==> src/rtl/onehot_decoder_seq.sv <==
// Sequenced one-hot decoder: direct decode of in_sel, or ring scan through the outputs.
// Define DECODER_SCAN_EN to build in the SCAN state, index increment and wrap pulse.
module onehot_decoder_seq #(
    parameter int N = 2
) (
    input  logic              clk,
    input  logic              rst,
    input  logic              en,
    input  logic              mode,
    input  logic              in_valid,
    input  logic [N-1:0]      in_sel,
    output logic [2**N-1:0]   out,
    output logic              out_valid,
    output logic              wrap
);
    // state    | meaning
    // S_IDLE   | output blanked, waiting for enable + request
    // S_DECODE | out = 1 << idx, idx loaded from in_sel
    // S_SCAN   | out = 1 << idx, idx steps by one each cycle (reseedable)
    localparam int W = 2**N;

    typedef enum logic [1:0] {
        S_IDLE   = 2'd0,
        S_DECODE = 2'd1,
        S_SCAN   = 2'd2
    } state_t;

    state_t         state, state_nxt;
    logic [N-1:0]   idx, idx_nxt;
    logic [W-1:0]   out_nxt;
    logic           valid_nxt;
    logic           wrap_nxt;
    logic           mode_eff;

`ifdef DECODER_SCAN_EN
    logic           scan_step;
    assign mode_eff = mode;
`else
    assign mode_eff = 1'b0 & mode;
`endif

    always_ff @(posedge clk or posedge rst) begin
        if (rst) begin
            state     <= S_IDLE;
            idx       <= '0;
            out       <= '0;
            out_valid <= 1'b0;
            wrap      <= 1'b0;
        end else begin
            state     <= state_nxt;
            idx       <= idx_nxt;
            out       <= out_nxt;
            out_valid <= valid_nxt;
            wrap      <= wrap_nxt;
        end
    end

    always_comb begin
        state_nxt = state;
        idx_nxt   = idx;
`ifdef DECODER_SCAN_EN
        scan_step = 1'b0;
`endif
        if (!en) begin
            state_nxt = S_IDLE;
        end else begin
            case (state)
                S_IDLE: begin
                    if (mode_eff) begin
                        state_nxt = S_SCAN;
                        idx_nxt   = '0;
                    end else if (in_valid) begin
                        state_nxt = S_DECODE;
                        idx_nxt   = in_sel;
                    end
                end
                S_DECODE: begin
                    if (mode_eff) begin
                        state_nxt = S_SCAN;
                        idx_nxt   = '0;
                    end else if (in_valid) begin
                        idx_nxt = in_sel;
                    end
                end
`ifdef DECODER_SCAN_EN
                S_SCAN: begin
                    if (mode_eff) begin
                        if (in_valid) begin
                            idx_nxt = in_sel;
                        end else begin
                            idx_nxt   = idx + 1'b1;
                            scan_step = 1'b1;
                        end
                    end else begin
                        state_nxt = S_DECODE;
                        if (in_valid) idx_nxt = in_sel;
                    end
                end
`endif
                default: state_nxt = S_IDLE;
            endcase
        end
    end

    // Outputs are computed from the next state so they register alongside it.
    always_comb begin
        out_nxt   = '0;
        valid_nxt = 1'b0;
        wrap_nxt  = 1'b0;
        if (state_nxt != S_IDLE) begin
            out_nxt   = W'(1) << idx_nxt;
            valid_nxt = 1'b1;
        end
`ifdef DECODER_SCAN_EN
        wrap_nxt = scan_step && (idx == N'(W - 1));
`endif
    end

endmodule

==> config.mk <==
export PLATFORM = sky130hd
export DESIGN_NAME = onehot_decoder_seq
export DESIGN_NICKNAME = d
export VERILOG_FILES = /design/src/rtl/onehot_decoder_seq.sv
export SDC_FILE = /design/constraint.sdc
export NUM_CORES = 1
export LEC_CHECK = 0
export CORE_AREA = 8 8 45 47
export CTS_CLUSTER_SIZE = 25
export DETAILED_ROUTE_END_ITERATION = 16
export DIE_AREA = 0 0 53 55
export PLACE_DENSITY = 0.65
export SETUP_SLACK_MARGIN = 0.05
export SLEW_MARGIN = 15
export SYNTH_ARGS = -nofsm -noshare
export SYNTH_HDL_FRONTEND = slang
export SYNTH_SLANG_ARGS = --single-unit
==> constraint.sdc <==
create_clock -name clk -period 1.3 [get_ports clk]
set_clock_uncertainty 0.05 [all_clocks]
set_input_delay 0.13 -clock clk [delete_from_list [all_inputs] [get_ports clk]]
set_output_delay 0.13 -clock clk [all_outputs]
set_load 0.005 [all_outputs]
==> results.yml <==
logic_synthesis:
  ys_ff_latch: 9
  syn_avg_cell_area_um2: 12.4
  ys_types: 16
  synth_top_area_share_pct: 56.8
  synth_edf_count: 0
  yosysMostFrequentCell: "dfrtp_1"
  ys_seq_area_share_pct: 56.8
  ys_top_cells_by_count: "dfrtp_1 (9), a21oi_1 (3), nand3b_1 (3), nor2_1 (3)"
  yosysTopAreaCell: "dfrtp_1"
  synth_area_leaders: "dfrtp_1 (57%), mux2_2 (5.7%), nand3b_1 (5.7%)"
  synthCells: 32
  ys.flop_type: "dfrtp_1"
  netlist_area_um2: 397
  yosysWarningCount: 0
  async_reset_ff_share_pct: 100
placed_design:
  dpl-instance-area_um2: 524
  gp_congestion: 0.771
  dp_hpwl_um: 564
  io_buffers: 10
pwr:
  pwr-share-comb_pct: 12.4
  leakagePower_uw: 0.000279
  pwr_density_cell_mw_per_mm2: 1090
  finalPower_uw: 601
  p_switching_uw: 138
  switching_share_pct: 23.0
  clock_power_share_pct: 35.2
  p_int_uw: 463
  seqPwrFrac_pct: 52.4
  ir_drop_mv: 0.397
outcome:
  outcome: "finished clean"
global_route:
  antenna_found_initial: 0
  grt_overflow: 0
  grt_use_total_pct: 5.39
  grt_max_degree: 10
  grt_pass1_vias: 275
  grt_pass1_wl_um: 1120
sta:
  fmax_mhz: 840
  rsz0062_at_grt: "false"
  tns_ns: 0
  hold_slack_ns: 0.0857
  fin_crit_sh_pct: 91.6
  slew_viol_final: 0
  finalCriticalPeriod_ns: 1.19
  setup_viol: 0
  hold_viol: 0
final_layout:
  multi_input_area_um2: 153
  fillerInstances: 150
  drive_gt1_share_pct: 20.8
  postLayoutCellArea_um2: 552
  area_growth_pct: 39.1
  diodes: 0
  final-seq-area_um2: 225
  nets: 56
clocking:
  clk_latency_ns: 0.25
  cts_tree: "yes"
  cts_root_buffer: "clkbuf_4"
  cts_made_buffers: 3
  clk_pin_slew_ns: 0.07
  cts_buffer_depth: 2
  htree_num_levels: 1
  cts.sinks: 9
routing:
  detailedRoute.firstPassIterationCount: 2
  vias_per_cell: 4.53
  routed_wl_um: 713
  vias: 290
  drtIter0Drc: 4
  ant_nets: 0
  post_drt_wl_per_cell_um: 11.1
  route.detailed.drc: 0
floorplanning:
  die_area_mm2: 0.00292
  boundaryPins: 13
  die_w_um: 53
  rows: 14
  fp.dieH_um: 55
  core_mm2: 0.00138
  start_util_pct: 28.7
setup_path:
  r2r_slack_ns: 0.11
  path_class: "reg -> reg"
  crit_slowest_cell: "or4b_4"
  end_kind: "flip-flop"
  cp_slowest_stage_delay_ns: 0.53
  cp-start-kind: "flip-flop"
  cp_max_fo: 5
  path_cells: "or4b_4, a21oi_2"
  critPathArrivalTime_ns: 1.33
  crit_required_ns: 1.44
flow_run:
  cap_viol_max_count: 0
worst_hold_path:
  hold_class: "in -> async"
cell usage in the layout, fill, tap and decap left out, drive strengths merged:
master         n
a21oi          4
buf            3
clkbuf         4
clkdlybuf4s50  5
conb           2
dfrtp          9
dlygate4sd2    3
dlymetal6s2s   2
inv            1
mux2           2
nand2b         1
nand3          1
nand3b         3
nand4b         1
nand4bb        2
nor2           3
or3b           1
or4b           1
flip-flops by register name (all words and copies together), names as in the netlist:
name / cells
out: 4
idx: 2
state: 2
out_valid: 1
power groups by stage:
stage	Clock [uW]	Combinational (uW)	Sequential (uW)
floorplan	0	43.6	317
global placement	0	76.2	319
detailed placement	0	77.1	320
CTS	221	76.1	315
global route	238	81.9	317
finish	212	74.2	315
per-stage QoR:
stage,std cells,utilization [%],worst slack (ns)
finish,64,39.9,0.110
detailed placement,60,37.9,-0.0759
CTS,64,39.5,0.0538
global placement,60,37.9,-0.0780
global route,64,39.9,0.0915
floorplan,33,-,0.154
kinds of logic (layout without fill, tap and decap cells):
| kind of cell | Yosys count | in the layout | synth area share (%) |
|---|---|---|---|
| other | 1 | 2 | 0.945 |
| flip-flops | 9 | 9 | 56.8 |
| AND/OR/NAND/NOR | 13 | 13 | 24.9 |
| multiplexers | 2 | 2 | 5.68 |
| buffers and inverters | 3 | 18 | 5.68 |
| AO/OA/AOI/OAI | 4 | 4 | 5.99 |
critical path: cells and delay by family (launching register included):
family,cells,cell delay (ns)
compound gates,1,0.14
flops,1,0.41
simple gates,1,0.53
per-layer routing:
layer | GRT usage (%) | up-vias | share of wire [%]
met5 | 0 | - | 0
met4 | 2.59 | 0 | 0
met3 | 3.48 | 0 | 9.3
met2 | 9.18 | 7 | 51
met1 | 4.96 | 141 | 40
li1 | - | 142 | -
path summary, 6_finish.rpt:
path                            from  endpoint  cells after the start
hold reg to reg               idx[1]    idx[1]                      1
hold / removal                   rst    out[0]                      2
max in group asynchronous        rst    out[2]                      2
setup / recovery              idx[0]    out[0]                      2
setup reg to reg              idx[0]    out[0]                      2
min in group clk           in_sel[0]    out[0]                      3
cell type report:
cell class / instances / area share [%]
clock buffers: 4 / 4.76
inverters: 1 / 0.680
multi-input cells: 21 / 27.7
flip-flops and latches: 9 / 40.8
well taps: 16 / 3.63
repair buffers: 13 / 22.4
repair_timing:
| item | 4_1_cts | 5_1_grt |
|---|---|---|
| resized for setup | 3 | 2 |
| hold endpoints to repair | 0 | 0 |
| endpoints found under the setup margin | 3 | 2 |
| pin swaps | 0 | 0 |
| hold buffers | 0 | 0 |
| setup buffers | 0 | 0 |
| gates cloned | 0 | 0 |
Note: power is estimated with default switching activity, not from simulation.
